### src/rtl/bcd_encode.sv
// bcd_encode: iterative packed-BCD to binary converter, most-significant digit first, one digit per cycle.
// Build option: define BCD_ENCODE_CLAMP_EN to clamp digits above 9 to 9 before the multiply-add.
module bcd_encode #(
  parameter int DIGITS = 2,
  parameter int BIN_W  = 7
) (
  input  logic                clk,
  input  logic                rst,
  input  logic                in_valid,
  output logic                in_ready,
  input  logic [4*DIGITS-1:0] bcd_in,
  output logic                out_valid,
  input  logic                out_ready,
  output logic [BIN_W-1:0]    bin_out,
  output logic                err
);
  // state | meaning
  // IDLE  | waiting for an input handshake
  // CONV  | folding one digit per cycle into the accumulator
  // DONE  | result presented until the consumer takes it
  typedef enum logic [1:0] {
    IDLE = 2'd0,
    CONV = 2'd1,
    DONE = 2'd2
  } state_t;

  localparam int         AW   = BIN_W + 4;
  localparam int         SW   = 4 * DIGITS;
  localparam logic [2:0] LAST = 3'(DIGITS - 1);

  state_t           state_q, state_d;
  logic [AW-1:0]    acc_q, acc_d, acc_next;
  logic [SW-1:0]    sr_q, sr_d;
  logic [2:0]       cnt_q, cnt_d;
  logic             err_acc_q, err_acc_d;
  logic             err_q, err_d;
  logic [BIN_W-1:0] bin_q, bin_d;
  logic [3:0]       dig_raw, dig_eff;
  logic             dig_bad;
  logic             last_dig;
  logic             accept;
  logic             release_out;

  assign dig_raw     = sr_q[SW-1 -: 4];
  assign dig_bad     = (dig_raw > 4'd9);
  assign last_dig    = (cnt_q == LAST);
  assign accept      = in_valid & in_ready;
  assign release_out = out_valid & out_ready;

`ifdef BCD_ENCODE_CLAMP_EN
  assign dig_eff = dig_bad ? 4'd9 : dig_raw;
`else
  assign dig_eff = dig_raw;
`endif

  // acc*10 + d without a multiplier; wraps modulo 2^AW on invalid digits
  assign acc_next = (acc_q << 3) + (acc_q << 1) + AW'(dig_eff);

  always_ff @(posedge clk) begin
    if (rst) begin
      state_q <= IDLE;
    end else begin
      state_q <= state_d;
    end
  end

  always_comb begin
    state_d = state_q;
    unique case (state_q)
      IDLE:    if (accept) state_d = CONV;
      CONV:    if (last_dig) state_d = DONE;
      DONE:    if (release_out) state_d = IDLE;
      default: state_d = IDLE;
    endcase
  end

  always_comb begin
    in_ready  = (state_q == IDLE);
    out_valid = (state_q == DONE);
    bin_out   = bin_q;
    err       = err_q;
  end

  always_comb begin
    acc_d     = acc_q;
    sr_d      = sr_q;
    cnt_d     = cnt_q;
    err_acc_d = err_acc_q;
    err_d     = err_q;
    bin_d     = bin_q;
    if (state_q == IDLE && accept) begin
      sr_d      = bcd_in;
      acc_d     = '0;
      cnt_d     = '0;
      err_acc_d = 1'b0;
    end else if (state_q == CONV) begin
      acc_d     = acc_next;
      sr_d      = sr_q << 4;
      cnt_d     = cnt_q + 3'd1;
      err_acc_d = err_acc_q | dig_bad;
      if (last_dig) begin
        bin_d = acc_next[BIN_W-1:0];
        err_d = err_acc_q | dig_bad;
      end
    end
  end

  // err is a separate output register so it stays stable until the next result
  always_ff @(posedge clk) begin
    if (rst) begin
      acc_q     <= '0;
      sr_q      <= '0;
      cnt_q     <= '0;
      err_acc_q <= 1'b0;
      err_q     <= 1'b0;
      bin_q     <= '0;
    end else begin
      acc_q     <= acc_d;
      sr_q      <= sr_d;
      cnt_q     <= cnt_d;
      err_acc_q <= err_acc_d;
      err_q     <= err_d;
      bin_q     <= bin_d;
    end
  end

endmodule

### config.mk
export PLATFORM = sky130hd
export DESIGN_NAME = bcd_encode
export DESIGN_NICKNAME = d
export VERILOG_FILES = /design/src/rtl/bcd_encode.sv
export SDC_FILE = /design/constraint.sdc
export NUM_CORES = 1
export LEC_CHECK = 0
export CAP_MARGIN = 20
export CORE_MARGIN = 2
export CORE_UTILIZATION = 43
export DETAILED_ROUTE_END_ITERATION = 10
export PLACE_DENSITY = 0.67
export SYNTH_ARGS = -nofsm -noshare
export SYNTH_HDL_FRONTEND = slang
export SYNTH_SLANG_ARGS = --single-unit
### constraint.sdc
create_clock -name clk -period 2.75 [get_ports clk]
set_clock_uncertainty 0.05 [all_clocks]
set_input_delay 0.4125 -clock clk [delete_from_list [all_inputs] [get_ports clk]]
set_output_delay 0.4125 -clock clk [all_outputs]
set_load 0.01 [all_outputs]
==> impl_metrics.csv <==
group,metric,value,unit
status,status,"finished clean",
place,hpwl,1930,um
critical_path,criticalPathCategory,"reg -> reg",
die,die_x,59.7,um
sta,fin_setup_tns,0,ns
synth,synth-seq-cells,28,
synth,synth-simple-area-share,0.233,
hold_path,whs_path_depth,2,
die,die_h,59.7,um
global_routing,grt_pass1_vias,1035,
synth,synth.most_common_cell,"dfxtp_1",
sta,slew_headroom,0.689,
power_and_ir_drop,p_leak,0.630,nW
synth,syn_inst,155,
synth,synthFlopType,"dfxtp_1",
synth,synthAdderAreaFrac,0.124,
clocking,clk_pin_slew,0.14,ns
detailed_routing,routedWlPerCell,12.5,um
detailed_routing,drt_iter0_drc,28,
synth,async_reset_ff_frac,0,
synth,yosys.area.top_type,"dfxtp_1",
sta,rsz0062_at_grt,"no",
clocking,cts.sinks,28,
die,design.core.area,3000,um2
place,io_buffers,21,
critical_path,critPathRequiredTime,2.93,ns
sta,fin_crit,2.18,ns
place,gp_congestion,0.781,
detailed_routing,firstDrtPassIters,4,
place,placed_area,1570,um2
die,top_level_ports,22,
detailed_routing,antenna_left,0,
synth,yosysWarnings,0,
synth,synth_fp_nets,179,
finish,fillers,295,
synth,synth-xor-area-share,0.0328,
place,dp_slack,0.577,ns
finish,layout-drive-gt1-share,0.0517,
clocking,cts_resized,0,
critical_path,crit_family,"adder cells",
clocking,cts_hold_buf,0,
synth,synthDominantCellAreaShare,0.419,
clocking,numCtsBuffers,3,
finish,diodes,0,
clocking,cts_max_path_buffers,2,
clocking,cts_tree,"built",
sta,maxSlewViolCount,0,
global_routing,antenna_found_initial,0,
sta,hold_viol,0,
critical_path,critPathMaxStageDelay,0.52,ns
clocking,clk-insertion-delay-late,0.32,ns
critical_path,crit_path_start_kind,"register",
finish,nets,200,
power_and_ir_drop,power.total,0.714,mW
synth,netlist_area,1340,um2
finish,area_growth,18.8,%
synth,synthMuxAreaShare,0,
flow_run,maxCapViolCount,0,
sta,tightest_slew,0.466,ns
synth,synth_cell_types,27,
synth,synth_compound_area_frac,0.140,
sta,setup_viol,0,
critical_path,worst-path-buf-inv,2,
detailed_routing,via_count,1114,
synth,ys_seq_area_frac,0.419,
critical_path,crit_path_end_kind,"register",
sta,setup_ws,0.567,ns
clocking,cts_setup_buffers,0,
clocking,htree_levels,1,
synth,yosys-top-cells-count,"dfxtp_1 (28), nand2_1 (27), a21oi_1 (21)",
synth,synth.avg_cell_area,8.62,um2
critical_path,critical_path_arrival,2.36,ns
die,dieArea,3570,um2
global_routing,grt_pass1_wl,4380,um
finish,final_cell_area,1590,um2
hold_path,hold_path.class,"reg -> reg",
detailed_routing,viasPerCell,5.38,
finish,postLayoutCoreUtil,0.529,
critical_path,slowest_stage,"fa_1",
clocking,clock-root-buffer,"clkbuf_4",
power_and_ir_drop,power_density,450,nW/um2
critical_path,cp_num_cells,8,
die,rows,20,
sta,min_period_over_period,0.794,
synth,synth_top_family_by_area,"simple AND/OR/NAND/NOR gates",
global_routing,grtUsageTotal,0.160,
synth,yosys-top-cells-area,"dfxtp_1 (42%), ha_1 (9.4%), a21oi_1 (7.9%)",
power_and_ir_drop,peakVddDrop,307,uV
detailed_routing,drc,0,
critical_path,critPathMaxFanout,3,
critical_path,reg2reg_depth,8,
global_routing,grt_max_degree,24,
detailed_routing,drt_wl_total,2580,um
critical_path,cp_cell_sequence,"inv_1, fa_1, inv_1, fa_1, a21o_1, a21oi_1, or4_1, nand3_1",
die,start_util,0.445,
sta,fmax,0.458,GHz
synth,synth-edff-count,0,
global_routing,grt-ovfl-total,0,
## worst register-to-register path, cell delays in order (launching register included)
cell and delay, ns:
dfxtp_1 0.38, inv_1 0.07, fa_1 0.52, inv_1 0.07, fa_1 0.46, a21o_1 0.19, a21oi_1 0.18, or4_1 0.13
nand3_1 0.05
## final timing paths
| kind | to | start | slack (ns) |
|---|---|---|---|
| worst max-delay path | bin_out[6]$_SDFFE_PP0P_ | acc_q[0]$_SDFFE_PP0N_ | 0.57 |
| worst min-delay path | bin_out[3]$_SDFFE_PP0P_ | bin_out[3]$_SDFFE_PP0P_ | 0.41 |
| worst max register to register | bin_out[6]$_SDFFE_PP0P_ | acc_q[0]$_SDFFE_PP0N_ | 0.57 |
| worst min register to register | bin_out[3]$_SDFFE_PP0P_ | bin_out[3]$_SDFFE_PP0P_ | 0.41 |
## sequential cells by signal (all words and copies together) (netlist names)
name / flops
acc_q: 6
bin_out: 7
cnt_q: 3
err: 1
err_acc_q: 1
sr_q: 8
state_q: 2
## routing by layer
metal	share of wire	vias to the layer above	track usage
li1	-	567	-
met4	0.010	0	0.0476
met1	0.45	516	0.195
met3	0.041	4	0.0346
met5	0	-	0
met2	0.50	27	0.280
## per-stage QoR
stage,hold slack [ns],instances
after floorplan,0.386,155
after global placement,0.393,204
after detailed placement,0.395,204
after CTS,0.415,207
after global routing,0.427,207
final,0.410,207
## cell families after synthesis
kind of cell             after synthesis
AND/OR/NAND/NOR                       64
XOR/XNOR                               5
AO/OA/AOI/OAI                         32
adder cells (fa/ha/maj)               12
buffers and inverters                 14
flip-flops                            28
## report_power, final
part | switching (mW) | total [mW] | internal (mW)
Sequential | 0.0116 | 0.434 | 0.422
Combinational | 0.0648 | 0.117 | 0.0526
Clock | 0.112 | 0.163 | 0.0513
Total | 0.188 | 0.714 | 0.526
## cell type report
cell class	count	area, um2	area share
repair buffers	24	233	0.147
clock buffers	3	22.5	0.0142
well taps	33	41.3	0.0260
multi-input cells	113	708	0.446
flip-flops and latches	28	561	0.353
inverters	6	22.5	0.0142
## layout by cell type (no fill, tap or decap), types with 6 or more instances in the layout
cell type / synthesis / layout
ha_1: 10 / 10
dfxtp_1: 28 / 28
a21oi_1: 21 / 21
inv_1: 6 / 6
nand3_1: 6 / 6
clkdlybuf4s50_1: 0 / 21
nand2_1: 27 / 27
nor2_1: 14 / 14
No activity file was read; power rests on OpenSTA's default activity.
==> patch 1 (same flow settings) <==
Re-encode `state_t` (3 states) as one-hot, 3 bits wide.
--- a/src/rtl/bcd_encode.sv
+++ b/src/rtl/bcd_encode.sv
@@ -18,10 +18,10 @@
   // IDLE  | waiting for an input handshake
   // CONV  | folding one digit per cycle into the accumulator
   // DONE  | result presented until the consumer takes it
-  typedef enum logic [1:0] {
-    IDLE = 2'd0,
-    CONV = 2'd1,
-    DONE = 2'd2
+  typedef enum logic [2:0] {
+    IDLE = 3'b001,
+    CONV = 3'b010,
+    DONE = 3'b100
   } state_t;
 
   localparam int         AW   = BIN_W + 4;
Check against the original RTL: no difference found for any inputs over 10 cycles, from zero or initial values and one cycle with rst high; not proved beyond that.
==> patch 1 against the unedited design <==
- cell area rose by 7.9%
- wire length rose by 6.6%
- sequential cell count rose by 1
- area after synthesis rose by 2.9%
- setup slack got worse by 0.11 ns
- critical path depth fell by 6
- utilization rose by 3.2 points
- critical endpoint is now in_ready
Power is not compared: it rests on default switching activity, and its combinational part moved more than twofold at a synthesized area within 25%.
==> patch 1: results (changes against the unedited design) <==
Cells and area
  • Fraction of layout cells with a size suffix above 1: 0.0699 (+0.0182)
  • Max FFs per register: 8 (unchanged)
  • Number of fillers in the final layout: 320 (+8.5%)
  • Reg with most FFs: sr_q
  • Fin nets: 209 (+4.5%)

Placed design
  • Place WS: 0.552 ns (-0.0256 ns)
  • Placed Area: 0.00163 sq mm (+4.0%)
  • HPWL Detailed: 2.01 mm (+4.2%)
  • RePlAce Congestion: 0.767 (-1.8%)

Synth
  • Post-synthesis sequential area ratio: 0.422 (+0.00273)
  • Post-synth cell types: 32 (+19%)
  • Synth top area cells: dfxtp_1 (42%), ha_1 (9.1%), nand2_1 (8.2%), a21oi_1 (7.6%), nor2_1 (3.8%)
  • Commonest cells in the netlist: nand2_1 (30), dfxtp_1 (29), a21oi_1 (21)

Clock network
  • Clk slew on worst S/H paths: 0.09 ns (-0.05 ns)
  • Clock Latency Late Sink: 0.32 ns (about the same)
  • H-tree levels: 2 (+1)
  • CTS Buf Count: 5 (+2)

Critical path
  • CP max-delay cell: clkdlybuf4s50_1
  • CP Max Fanout: 6 (+3)
  • Max incr delay on CP: 0.63 ns (+0.11 ns)

Global route
  • Pin count of the biggest net entering global routing: 21 (-13%)
  • Global-route wire length before repair: 4.53 mm (+3.5%)
  • Vias in the first global route: 1076 (+4.0%)
  • Gr usage total: 0.170 (+0.00988)

Routing
  • Drt wl/cell: 12.0 um (-4.1%)
  • Via count: 1150 (+3.2%)
  • DR iter-0 viols: 30 (+7.1%)

Power
  • P_leak: between 0.6 and 0.7 nW

Outcome
  • Status: complete, no violations

Worst hold path
  • Class of the worst hold path: register to register

STA
  • Worst-Margin Slew: 0.485 ns (+0.0186 ns)
==> patch 1: changes by cell type after synthesis, moves of 2 or more <==
cell	change
nand2_1	+3
nor3_1	+3
buf_2	+4
or4_1	-2
o31ai_1	+2
clkbuf_1	-2
buf_6	-2
==> patch 1: power by group through the flow <==
stage	registers [mW]	clock network [mW]	logic (mW)
final	0.498	0.363	0.258
after floorplan	0.498	0	0.178
after detailed placement	0.509	0	0.260
after global placement	0.505	0	0.257
after global routing	0.506	0.391	0.290
after CTS	0.498	0.368	0.261
==> patch 1: metrics by stage <==
stage,cells,power [mW],hold WS [ns],util
floorplan,162,0.677,0.386,-
global placement,222,0.762,0.395,0.533
detailed placement,222,0.768,0.399,0.533
CTS,230,1.13,0.412,0.561
global route,230,1.19,0.427,0.561
finish,230,1.12,0.411,0.561
==> patch 1: logic make-up (layout without fill, tap and decap cells) <==
group                      Yosys count  after routing  synth area share
AOI/OAI and AO/OA                   35             35             0.153
xor gates and xnor gates             6              6            0.0382
adders and majority gates           12             12             0.120
buffers and inverters               15             39            0.0446
DFF                                 29             29             0.422
and+or+nand+nor                     65             65             0.222
==> patch 1: critical path, delay by kind of cell (launching register included) <==
family / cells / cell delay (ns)
buffers and inverters: 1 / 0.63
flip-flops: 1 / 0.42
AND/OR/NAND/NOR: 1 / 0.45
==> patch 1: worst paths after layout <==
path                    from          to  slack, ns
hold reg to reg   bin_out[3]  bin_out[3]       0.41
setup reg to reg    acc_q[0]  bin_out[6]       0.54
setup / recovery  state_q[0]    in_ready       0.46
hold / removal    bin_out[3]  bin_out[3]       0.41
==> patch 1: routing by layer <==
| layer | vias to the layer above | share of wire | global-route usage |
|---|---|---|---|
| met5 | - | 0 | 0 |
| met4 | 0 | 0.016 | 0.0745 |
| met3 | 5 | 0.044 | 0.0512 |
| met2 | 24 | 0.45 | 0.283 |
| met1 | 522 | 0.49 | 0.204 |
| li1 | 599 | - | - |
==> patch 1: final cells by class <==
class	count	area, sq um	area share
clock buffer	7	55.1	0.0321
timing repair buffer	24	233	0.136
multi-input combinational	118	733	0.428
inverter	7	26.3	0.0153
sequential	29	581	0.339
clock inverter	1	30.0	0.0175
tap	44	55.1	0.0321
==> patch 2 (same settings) <==
Without the edit above. Set the parameter `DIGITS` to 4 (it was 2).
--- a/src/rtl/bcd_encode.sv
+++ b/src/rtl/bcd_encode.sv
@@ -1,7 +1,7 @@
 // bcd_encode: iterative packed-BCD to binary converter, most-significant digit first, one digit per cycle.
 // Build option: define BCD_ENCODE_CLAMP_EN to clamp digits above 9 to 9 before the multiply-add.
 module bcd_encode #(
-  parameter int DIGITS = 2,
+  parameter int DIGITS = 4,
   parameter int BIN_W  = 7
 ) (
   input  logic                clk,
Ports: changed (resized bcd_in); port bits go from 22 to 30. The function was not compared with the original's and may differ.
==> patch 2 against the unedited design <==
- largest power group unchanged
- critical endpoint is now acc_q[5]
- critical path depth did not move
- area after synthesis rose by 22%
- wire length rose by 29%
- sequential share of layout area fell by 0.46 points
- cell area rose by 30%
- power rose by 60%
- sequential cell count rose by 8
- clock power rose to 2.7 times the old value
- setup slack improved by 0.055 ns
==> patch 2: results (changes against the unedited design) <==
Clock network
  • CTS Buf Count: 5 (+2)
  • H-tree levels: 2 (+1)
  • Root Buffer: clkbuf_8
  • Clock Latency Late Sink: 0.29 ns (-0.03 ns)

Cells and area
  • Seq cells: 36 (+29%)
  • Reg area: 721 sq um (+29%)
  • NonClk Buf Share: 0.155 (+0.00830)
  • Non-clk bufs: 33 (+38%)
  • Fraction of layout cells with a size suffix above 1: 0.0639 (+0.0122)
  • Area Growth Syn to Fin: 26.9%
  • Number of fillers in the final layout: 360 (+22%)
  • Final std cells w/o fill: 267 (+29%)
  • ClkCell Share: 0.0520 (+0.0378)
  • Area of the multi-input gates: 837 sq um (+18%)

Synth
  • Commonest cells in the netlist: nand2_1 (37), dfxtp_1 (36), a21oi_1 (31)
  • Synth top area cells: dfxtp_1 (44%), a21oi_1 (9.5%), nand2_1 (8.5%), ha_1 (7.7%), a22oi_1 (5.5%)
  • Post-synth cell types: 30 (+11%)
  • Post-synthesis sequential area ratio: 0.442 (+0.0226)

Power
  • Comb. pwr: 135 uW (+15%)
  • P_sw: 263 uW (+40%)
  • Power Density: 551 mW/mm^2 (+22%)
  • P_clk: 447 uW (+170%)
  • VDD IR max: 0.000311 V (+1.4%)

Placed design
  • HPWL Detailed: 2.42 mm (+25%)
  • Port bufs: 29 (+38%)
  • Placed Area: 0.00196 sq mm (+25%)

STA
  • Worst-Margin Slew: 0.668 ns (+0.201 ns)

Global route
  • Pin count of the biggest net entering global routing: 30 (+25%)
  • Vias in the first global route: 1327 (+28%)
  • Global-route wire length before repair: 5.77 mm (+32%)
  • Gr usage total: 0.175 (+0.0148)

Routing
  • DR iter-0 viols: 75 (+170%)
  • Vias per cell: 5.16 (-4.0%)

Critical path
  • CP arrival: 2.29 ns (-0.07 ns)
  • CP Max Fanout: 4 (+1)

Floorplanning
  • # rows: 22 (+10%)

Outcome
  • Status: complete, no violations
patch 2: metal layers:
metal | part of all wire | track usage
met5 | 0 | 0
met4 | 0.013 | 0.0625
met3 | 0.044 | 0.0514
met2 | 0.49 | 0.305
met1 | 0.46 | 0.203
patch 2: worst max-delay path, delay by kind of cell (launching register included):
family                   cells  cell delay (ns)
AND/OR/NAND/NOR              1             0.41
adder cells (fa/ha/maj)      2             0.81
buffers and inverters        2             0.14
AO/OA/AOI/OAI                3             0.30
flip-flops                   1             0.35
patch 2: path summary, 6_finish.rpt:
kind,start,endpoint,slack (ns),cells after the start
setup / recovery,acc_q[0],acc_q[5],0.62,8
hold / removal,bin_out[6],bin_out[6],0.40,2
setup reg to reg,acc_q[0],acc_q[5],0.62,8
hold reg to reg,bin_out[6],bin_out[6],0.40,2
patch 2: kinds of logic after synthesis:
family          share of synthesized area
fa+ha+maj                           0.101
simple gates                        0.203
flops                               0.442
xor+xnor                           0.0246
compound gates                      0.183
buf+inv                            0.0460
